## config.mk

```make
export PLATFORM = sky130hd
export DESIGN_NAME = cntr_mod_flat
export DESIGN_NICKNAME = d
export VERILOG_FILES = /design/src/rtl/cntr_mod_if.sv /design/src/rtl/cntr_mod.sv /design/src/flat_wrapper.sv
export SDC_FILE = /design/constraint.sdc
export NUM_CORES = 1
export LEC_CHECK = 0
export CAP_MARGIN = 30
export CORE_AREA = 2 2 81 83
export DETAILED_ROUTE_END_ITERATION = 8
export DIE_AREA = 0 0 83 85
export REMOVE_ABC_BUFFERS = 1
export SETUP_SLACK_MARGIN = 0.5
export SYNTH_ARGS = -nofsm -noshare
export SYNTH_HDL_FRONTEND = slang
export SYNTH_SLANG_ARGS = --single-unit
```

## constraint.sdc

```tcl
create_clock -name clk -period 4.6 [get_ports clk]
set_clock_uncertainty 0.05 [all_clocks]
set_input_delay 0.69 -clock clk [delete_from_list [all_inputs] [get_ports clk]]
set_output_delay 0.69 -clock clk [all_outputs]
set_load 0.005 [all_outputs]
```

## src/rtl/cntr_mod_if.sv

```systemverilog
// Control/status bundle for cntr_mod: master drives the controls and load value,
// slave returns the count, the terminal-count pulse and the zero flag.
interface cntr_mod_if #(
    parameter int WIDTH = 16
);
    logic             en;
    logic             up;
    logic             clr;
    logic             load;
    logic [WIDTH-1:0] load_val;
    logic [WIDTH-1:0] q;
    logic             tc;
    logic             zero;

    modport master (output en, up, clr, load, load_val, input q, tc, zero);
    modport slave  (input en, up, clr, load, load_val, output q, tc, zero);
endinterface

```

## src/rtl/cntr_mod.sv

```systemverilog
// Modulo up/down counter with prescaler, sync clear/load (clamped) and registered tc pulse.
// Define CNTR_MOD_SAT_EN to saturate at the limits instead of wrapping.
module cntr_mod #(
    parameter int WIDTH    = 16,
    parameter int MODULUS  = 65536,
    parameter int PRESCALE = 1
) (
    input  logic       clk,
    input  logic       reset,
    cntr_mod_if.slave  bus
);
    localparam logic [WIDTH-1:0] LP_MAX = WIDTH'(MODULUS - 1);

`ifdef CNTR_MOD_SAT_EN
    localparam logic [WIDTH-1:0] LP_UP_BND = LP_MAX;
    localparam logic [WIDTH-1:0] LP_DN_BND = '0;
`else
    localparam logic [WIDTH-1:0] LP_UP_BND = '0;
    localparam logic [WIDTH-1:0] LP_DN_BND = LP_MAX;
`endif

    logic [WIDTH-1:0] r_q;
    logic [WIDTH-1:0] w_q_nxt;
    logic [WIDTH-1:0] w_ld_val;
    logic             r_tc;
    logic             w_tc_nxt;
    logic             w_tick;
    logic             w_restart;

    // clr and load both realign the prescaler phase
    assign w_restart = bus.clr | bus.load;

    generate
        if (PRESCALE > 1) begin : g_pre
            localparam int              PW          = $clog2(PRESCALE);
            localparam logic [PW-1:0]   LP_PRE_LAST = PW'(PRESCALE - 1);
            logic [PW-1:0] r_pre;

            always_ff @(posedge clk or negedge reset) begin
                if (!reset)
                    r_pre <= '0;
                else if (w_restart)
                    r_pre <= '0;
                else if (bus.en)
                    r_pre <= (r_pre == LP_PRE_LAST) ? '0 : r_pre + PW'(1);
            end

            assign w_tick = bus.en & (r_pre == LP_PRE_LAST);
        end else begin : g_nopre
            assign w_tick = bus.en;
        end
    endgenerate

    // out-of-range loads clamp to the top of the range rather than wrapping
    assign w_ld_val = (bus.load_val > LP_MAX) ? LP_MAX : bus.load_val;

    always_comb begin
        w_q_nxt  = r_q;
        w_tc_nxt = 1'b0;
        if (bus.clr) begin
            w_q_nxt = '0;
        end else if (bus.load) begin
            w_q_nxt = w_ld_val;
        end else if (w_tick) begin
            if (bus.up) begin
                if (r_q == LP_MAX) begin
                    w_q_nxt  = LP_UP_BND;
                    w_tc_nxt = 1'b1;
                end else begin
                    w_q_nxt = r_q + WIDTH'(1);
                end
            end else begin
                if (r_q == '0) begin
                    w_q_nxt  = LP_DN_BND;
                    w_tc_nxt = 1'b1;
                end else begin
                    w_q_nxt = r_q - WIDTH'(1);
                end
            end
        end
    end

    always_ff @(posedge clk or negedge reset) begin
        if (!reset) begin
            r_q  <= '0;
            r_tc <= 1'b0;
        end else begin
            r_q  <= w_q_nxt;
            r_tc <= w_tc_nxt;
        end
    end

    assign bus.q    = r_q;
    assign bus.tc   = r_tc;
    assign bus.zero = (r_q == '0);
endmodule
```

## src/flat_wrapper.sv

```systemverilog
// flat-port wrapper written by rule: the top's interface ports become plain ports
module cntr_mod_flat 
#(
    parameter int WIDTH    = 16,
    parameter int MODULUS  = 65536,
    parameter int PRESCALE = 1
)
  (clk, reset, bus_en, bus_up, bus_clr, bus_load, bus_load_val, bus_q, bus_tc, bus_zero);
  cntr_mod_if #(.WIDTH(WIDTH)) bus_i ();
  input  logic clk;
  input  logic reset;
  input wire logic [$bits(bus_i.en)-1:0] bus_en;
  input wire logic [$bits(bus_i.up)-1:0] bus_up;
  input wire logic [$bits(bus_i.clr)-1:0] bus_clr;
  input wire logic [$bits(bus_i.load)-1:0] bus_load;
  input wire logic [$bits(bus_i.load_val)-1:0] bus_load_val;
  output wire logic [$bits(bus_i.q)-1:0] bus_q;
  output wire logic [$bits(bus_i.tc)-1:0] bus_tc;
  output wire logic [$bits(bus_i.zero)-1:0] bus_zero;
  assign bus_i.en = bus_en;
  assign bus_i.up = bus_up;
  assign bus_i.clr = bus_clr;
  assign bus_i.load = bus_load;
  assign bus_i.load_val = bus_load_val;
  assign bus_q = bus_i.q;
  assign bus_tc = bus_i.tc;
  assign bus_zero = bus_i.zero;
  cntr_mod #(.WIDTH(WIDTH), .MODULUS(MODULUS), .PRESCALE(PRESCALE)) u_core (.clk(clk), .reset(reset), .bus(bus_i));
endmodule
```

======== Yosys cells after proc, flatten, opt, wreduce, memory -nomap -nowiden ========
Cells that the tools add are included.
W data, S select, Z words.
cells by class
  add/subtract/negate cells ............... 2
  magnitude comparators ................... 1
  eq/ne operators ......................... 1
  multiplexer cells ....................... 13
  reduce and logical (&&, ||, !) cells .... 2
operators with widths
  operator                 count
  $mux W16                 7
  $add A16 B1 Y16 const B  1
  $eq A16 B16 Y1 const B   1
  $gt A16 B16 Y1 const B   1
  $logic_not A16 Y1        1
  $sub A16 B1 Y16 const B  1
  $mux W1                  6
  $reduce_bool A3 Y1       1
word-level totals
  flip-flop bits (word level) ............. 17
  bits of input ports ..................... 22
  output and inout port bits .............. 18
  logic and storage cells ................. 21

======== Depth between registers and ports, before layout ========
Gate-level depths: netlist of the first run.
  depth after elaboration ................. 6
  mapped depth ............................ 9
  depth with buffers taken out ............ 7

======== Worst setup path after synthesis of the first run ========
Ideal clock, no wire load.
  kind .................................... register to register
  from .................................... register u_core.r_q[0], in the netlist u_core.bus.q[0]
  to ...................................... register u_core.r_q[8], in the netlist u_core.bus.q[8]
  setup time .............................. 0.094 ns
  data arrival time ....................... 2.016 ns
  required time ........................... 4.456 ns
  path slack .............................. 2.440 ns
  cell stages (with the launch flop) ...... 9
  buffers on the path ..................... 1
  period minus slack after synthesis ...... 2.160 ns
  cell sequence ........................... dfrtp_1 -> clkbuf_1 -> inv_1 -> ha_1 -> nor3b_2 -> nand3_1 -> xor2_1 -> a221o_1 -> a221oi_2
between the ends
  cells in the longest elaborated chain, start to end .. 6
  elaborated cells on any way between the ends .. 10
  classes of those cells .................. add/sub (2); eq/ne (1); mux (6); reduce/logical (1)
ends and longest elaborated chain
  item                                     line                            RTL
  start, declared                          cntr_mod.sv:22                  logic [WIDTH-1:0] r_q;
  start signal, assigned                   cntr_mod.sv:88                  r_q <= w_q_nxt;
  $sub A16 B1 Y16 (tied with other cells)  cntr_mod.sv:77                  w_q_nxt = r_q - WIDTH'(1);
  $mux W16 (on tied branches)              cntr_mod.sv:73, cntr_mod.sv:66
  $mux W16 *                               cntr_mod.sv:65                  if (bus.up) begin
  $mux W16 *                               cntr_mod.sv:64                  end else if (w_tick) begin
  $mux W16 *                               cntr_mod.sv:62                  end else if (bus.load) begin
  $mux W16 *                               cntr_mod.sv:60                  if (bus.clr) begin
Mark *: on every way between the ends. The rest lies on a longest branch, timed or not. The select of a mux whose other input is x is not followed.
A chain may end at the register's enable or synchronous reset.

======== Worst setup path after layout of the first run ========
  from .................................... register u_core.r_q[4], in the netlist u_core.bus.q[4]
  to ...................................... output bus_zero
between the ends
  cells in the longest elaborated chain, start to end .. 1
ends and longest elaborated chain
  item               line                RTL
  $logic_not A16 Y1  cntr_mod.sv:95      assign bus.zero = (r_q == '0);
  end, declared      flat_wrapper.sv:19  output wire logic [$bits(bus_i.zero)-1:0] bus_zero;
No other way between the ends.

==> out/results.tsv, run 1 <==
metric	value	unit
post_layout_minimum_cycle_time	3.07	ns
clock_tree.htree_level_count	1	
cts_tree	built	
timing_hold_violations_final	0	
area_growth_syn_to_layout	24.3	%
cp-start-kind	register	
synth_top_flop_cell	sky130_fd_sc_hd__dfrtp_1	
post_cts_resize_count	0	
finalSetupViolations	0	
drv_cap	0	
synth_sequential_area_ratio	23.6	%
num_io_pins	40	
cts_root_buffer	sky130_fd_sc_hd__clkbuf_8	
initial_util	29.1	%
postSynth.asyncResetShare	100	%
globalRouteTotalUtil	16.9	%
place.detailed.instances	330	
slowest_stage	sky130_fd_sc_hd__dfrtp_1	
max_slew.worst_pin.slew	0.883	ns
number_of_buffers_inserted_during_clock_tree_synthesis	3	
worstSkewPairLatency	0.26	ns
grt_start_max_net_pins	28	
routed_wire_length_per_instance	17.6	um
clk_transition_reported_paths	0.08	ns
power_per_cell_area	227	mW/mm2
antenna_violating_nets_remaining	0	
numPortBuffers	39	
fin_crit_sh	66.7	%
timing.critical_path.fanout_max	14	
cp_cell_sequence	nor2_1 -> and2_1 -> and3_1 -> clkdlybuf4s50_1	
power.leakage	0.792	nW
finalNetCount	283	
rsz0062_at_grt	false	
synth_most_common_cell	sky130_fd_sc_hd__a21oi_1	
syn_area_per_cell	7.71	um2
status	finished, final reports clean	
critical_path_class	register to output pin	
max-clock-path-buffers	2	
vdd_ir_drop_max	159	uV
fp.coreArea	0.00620	mm2
post-cts-setup-buffer-count	0	
timing.critical_path.required	3.86	ns
placement_rows	29	
critical_path.max_stage_delay	0.54	ns
cp-end-kind	output pin	
preCtsSetupSlack	1.75	ns
yosys_register_bits	17	
fp.dieH	85	um
synthesis.instances	234	
worst_endpoint_data_arrival_time	2.33	ns
post_syn_area	0.00180	mm2
hold_class	register to register	
drt-initial-drc-count	195	
slew-limit-headroom	40.9	%
place_hpwl	3930	um
post_synth_num_cell_types	56	
final.hold.worst_slack	0.662	ns
firstDrtPassIters	5	
floorplan.die_area	0.00706	mm2
clock_sink_count	17	
synth_edf_count	0	
gp_congestion	0.910	
layout.cell_area.non_filler	0.00224	mm2
cells_taking_the_most_area_after_synthesis	sky130_fd_sc_hd__dfrtp_1, sky130_fd_sc_hd__a21oi_1, sky130_fd_sc_hd__xnor2_1	
grt_pass1_wl	9690	um
setup_ws	1.53	ns
n_antenna_cell	0	
max_freq	326	MHz
most_common_library_cells_after_synthesis	sky130_fd_sc_hd__a21oi_1, sky130_fd_sc_hd__dfrtp_1, sky130_fd_sc_hd__nand2_1	
final_layout_size_suffix_gt1_share	7.39	%
first_global_vias	1883	
ys.warnings.count	0	
via_count	1925	
final_cells	334	
grt-ovfl-total	0	
drt_drc_violations_left	0	
cts_hold_buffers	0	
synth_largest_area_cell	sky130_fd_sc_hd__dfrtp_1	
timing.final.max_slew_violations	0	
die_w	83	um
synth_largest_type_area_fraction	23.6	%
placed_area	0.00220	mm2
setup-tns-final	0	ns
antenna_found_initial	0	
totalWireLength	5870	um
detail_route.vias_per_cell	5.76	
[logic make-up after synthesis]
group           synth area share [%]
compound gates                  27.1
xor+xnor                        7.28
fa+ha+maj                       2.08
buf+inv                         8.67
flops                           23.6
mux                            0.624
simple gates                    30.7
[flip-flops by register name, indices dropped and copies added (netlist names)]
name	count
u_core.bus.q	16
u_core.bus.tc	1
[per-layer routing]
| layer | GRT usage [%] | routed length (um) |
|---|---|---|
| met5 | 0 | 0 |
| met3 | 3.89 | 429 |
| met4 | 4.17 | 36 |
| met1 | 22.6 | 2730 |
| met2 | 27.9 | 2680 |
[path summary, 6_finish.rpt]
check	start	endpoint	slack [ns]	depth (start not counted)
max	u_core.bus.q[4]$_DFFE_PN0P_	bus_zero	1.53	4
min	u_core.bus.q[14]$_DFFE_PN0P_	u_core.bus.q[14]$_DFFE_PN0P_	0.66	2
max reg2reg	u_core.bus.q[0]$_DFFE_PN0P_	u_core.bus.q[5]$_DFFE_PN0P_	1.99	6
min reg2reg	u_core.bus.q[14]$_DFFE_PN0P_	u_core.bus.q[14]$_DFFE_PN0P_	0.66	2
max in group asynchronous	reset	u_core.bus.q[13]$_DFFE_PN0P_	3.09	1
min in group asynchronous	reset	u_core.bus.q[15]$_DFFE_PN0P_	0.87	1
[report_power, final]
group	total [mW]	leakage [nW]	internal [mW]	switching, mW
combinational	0.188	0.545	0.0948	0.0933
sequential	0.193	0.224	0.160	0.0336
clock	0.127	0.0228	0.0619	0.0653
[final cells by class]
class / instances / area, um2
tap: 77 / 96.3
inverter: 9 / 33.8
sequential: 17 / 425
multi-input combinational: 184 / 1220
clock buffer: 4 / 45.0
timing repair buffer: 43 / 420
fill: 667 / 3960
[layout by cell type, fill, tap and decap left out, types with 10 or more instances in the layout]
cell                              count
sky130_fd_sc_hd__nor2_1              13
sky130_fd_sc_hd__o21ai_0             12
sky130_fd_sc_hd__xnor2_1             10
sky130_fd_sc_hd__a21oi_1             22
sky130_fd_sc_hd__nand3_1             11
sky130_fd_sc_hd__nand2_1             14
sky130_fd_sc_hd__clkdlybuf4s50_1     39
sky130_fd_sc_hd__nor3_1              10
sky130_fd_sc_hd__dfrtp_1             17
[critical path, delay by kind of cell, from the launching register on]
| family | cells | cell delay, ns |
|---|---|---|
| buffers and inverters | 1 | 0.52 |
| and+or+nand+nor | 3 | 1.00 |
| DFF | 1 | 0.54 |
[per-stage QoR]
stage	utilization (%)	total power, mW
2_1_floorplan	-	0.292
3_3_place_gp	35.3	0.380
3_5_place_dp	35.4	0.382
4_1_cts	36.2	0.510
5_1_grt	36.2	0.542
6_report	36.2	0.509
(Power assumes the default switching activity.)
==> inputs of run 2 (changes only) <==
==> constraint.sdc (replaced) <==
create_clock -name clk -period 3.2 [get_ports clk]
set_clock_uncertainty 0.05 [all_clocks]
set_input_delay 0.48 -clock clk [delete_from_list [all_inputs] [get_ports clk]]
set_output_delay 0.48 -clock clk [all_outputs]
set_load 0.005 [all_outputs]
==> run 2 against run 1 <==
Sequential share of layout area shrank 0.93 points. Sequential power up 42%. Die area unchanged. Hold slack better by 0.0025 ns. Setup slack lost 0.99 ns. Register-to-register slack worse by 1.3 ns. Global-route usage increased by 0.38 points. Clock power rose by 39%. Power is 49% higher. Via count grew 4.8%.
==> out/results.tsv, run 2 (same netlist as run 1, synthesis figures left out) <==
metric	value	unit
antenna_violating_nets_remaining	0	
cp_num_buf_inv	1	
slew-limit-headroom	41.3	%
topRoutingLayerUsed	met4	
power.leakage	0.875	nW
cts_hold_buffers	0	
routed_wire_length_per_instance	17.5	um
drt-initial-drc-count	167	
drt_drc_violations_left	0	
grt_start_max_net_pins	20	
via_count	2018	
fp.dieH	85	um
setup-tns-final	0	ns
initial_util	29.1	%
mostFrequentLayoutCells	sky130_fd_sc_hd__clkdlybuf4s50_1, sky130_fd_sc_hd__a21oi_1, sky130_fd_sc_hd__buf_4, sky130_fd_sc_hd__nand2_1, sky130_fd_sc_hd__nor2_1	
reg2reg_from	u_core.bus.q[0]$_DFFE_PN0P_	
floorplan.die_area	0.00706	mm2
status	finished, final reports clean	
worstSkewPairLatency	0.26	ns
wl_met2	2880	um
finalSetupViolations	0	
rsz0062_at_grt	false	
cp.depth	4	
timing.final.max_slew_violations	0	
antenna_found_initial	0	
final_cells	352	
drv_cap	0	
clock_tree.htree_level_count	1	
cp-start-kind	register	
max-clock-path-buffers	2	
dr_wl_met3	477	um
area_growth_syn_to_layout	33.1	%
final_layout_size_suffix_gt1_share	17.5	%
critical_path_class	register to output pin	
placed_area	0.00225	mm2
clock_sink_count	17	
globalRouteTotalUtil	17.3	%
cell_family_contributing_the_most_delay_on_the_critical_path	simple AND/OR/NAND/NOR gates	
timing.critical_path.required	2.67	ns
m1_wl	2770	um
finalNetCount	301	
die_w	83	um
place_hpwl	4180	um
cts_root_buffer	sky130_fd_sc_hd__clkbuf_8	
timing.reg2reg.worst_path_depth	7	
preCtsSetupSlack	0.701	ns
cp-end-kind	output pin	
post_layout_minimum_cycle_time	2.65	ns
vdd_ir_drop_max	159	uV
place.detailed.instances	337	
first_global_vias	1980	
critical_path.max_stage_delay	0.54	ns
max_freq	377	MHz
firstDrtPassIters	4	
gp_congestion	0.868	
largest_register_ff_count	16	
fp.coreArea	0.00620	mm2
max_slew.worst_pin.slew	0.872	ns
n_antenna_cell	0	
ff2ff_setup_slack	0.68	ns
timing.critical_path.fanout_max	8	
worst_endpoint_data_arrival_time	2.12	ns
detail_route.vias_per_cell	5.73	
slowest_stage	sky130_fd_sc_hd__or4_4	
number_of_buffers_inserted_during_clock_tree_synthesis	3	
fin_crit_sh	82.9	%
power_per_cell_area	315	mW/mm2
timing_hold_violations_final	0	
layout_commonest_cell	sky130_fd_sc_hd__clkdlybuf4s50_1	
cp_cell_sequence	or4_4 -> nor2_4 -> and3_4 -> clkdlybuf4s50_1	
totalWireLength	6180	um
numPortBuffers	39	
hold_class	input pin to asynchronous set/reset pin	
clk_transition_reported_paths	0.08	ns
setup_ws	0.546	ns
num_io_pins	40	
layout.cell_area.non_filler	0.00240	mm2
placement_rows	29	
r2r-end	u_core.bus.q[5]$_DFFE_PN0P_	
grt_pass1_wl	10000	um
grt-ovfl-total	0	
cts_tree	built	
==> run 2: cell count changes in the layout (fill, tap and decap cells not counted) <==
cell,previous run,this run
sky130_fd_sc_hd__buf_4,4,22
sky130_fd_sc_hd__dfrtp_1,17,11
sky130_fd_sc_hd__dfrtp_2,0,6
sky130_fd_sc_hd__inv_1,9,7
sky130_fd_sc_hd__inv_2,0,2
sky130_fd_sc_hd__and3_1,4,3
sky130_fd_sc_hd__and3_4,0,1
sky130_fd_sc_hd__nor3_1,10,9
sky130_fd_sc_hd__nor3_2,0,1
sky130_fd_sc_hd__nor3b_1,6,5
sky130_fd_sc_hd__nor3b_2,1,2
==> run 2: per-stage QoR <==
step	util (%)	hold slack, ns	power, mW
after global placement	36.3	0.653	0.556
after detailed placement	36.3	0.647	0.558
after floorplan	-	0.134	0.420
after CTS	37.5	0.664	0.743
after global routing	38.7	0.724	0.804
final	38.7	0.664	0.756
==> run 2: where the power goes <==
group	internal [mW]	total [mW]	leakage [nW]	switching (mW)
clock	0.0887	0.176	0.0228	0.0869
combinational	0.159	0.307	0.636	0.148
sequential	0.231	0.274	0.216	0.0435
==> run 2: how the worst max path moves through the flow <==
| stage | startpoint | to | slack (ns) |
|---|---|---|---|
| 6_report | u_core.bus.q[6]$_DFFE_PN0P_ | bus_zero | 0.55 |
| 5_1_grt | u_core.bus.q[0]$_DFFE_PN0P_ | bus_zero | 0.51 |
| 4_1_cts | u_core.bus.q[6]$_DFFE_PN0P_ | bus_zero | 0.52 |
| 3_5_place_dp | u_core.bus.q[0]$_DFFE_PN0P_ | bus_zero | 0.70 |
| 3_3_place_gp | u_core.bus.q[1]$_DFFE_PN0P_ | bus_zero | 0.69 |
| 2_1_floorplan | u_core.bus.q[0]$_DFFE_PN0P_ | u_core.bus.q[4]$_DFFE_PN0P_ | 1.00 |
==> run 2: repair_timing <==
item                       CTS  global route
gates cloned                 0             0
gates resized for setup      7             4
setup endpoints to repair    1             1
pin swaps                    0             1
setup buffers                2             9
==> run 2: cell type report <==
| cell class | instances | area (um2) |
|---|---|---|
| flip-flops and latches | 17 | 433 |
| clock buffers | 4 | 45.0 |
| fillers | 656 | 3800 |
| well taps | 77 | 96.3 |
| inverters | 9 | 33.8 |
| repair buffers | 61 | 556 |
| multi-input cells | 184 | 1240 |
==> run 2: metal layers <==
layer	GRT usage, %	vias up
met5	0	-
li1	-	963
met2	28.4	99
met4	3.58	0
met3	3.02	6
met1	23.9	950
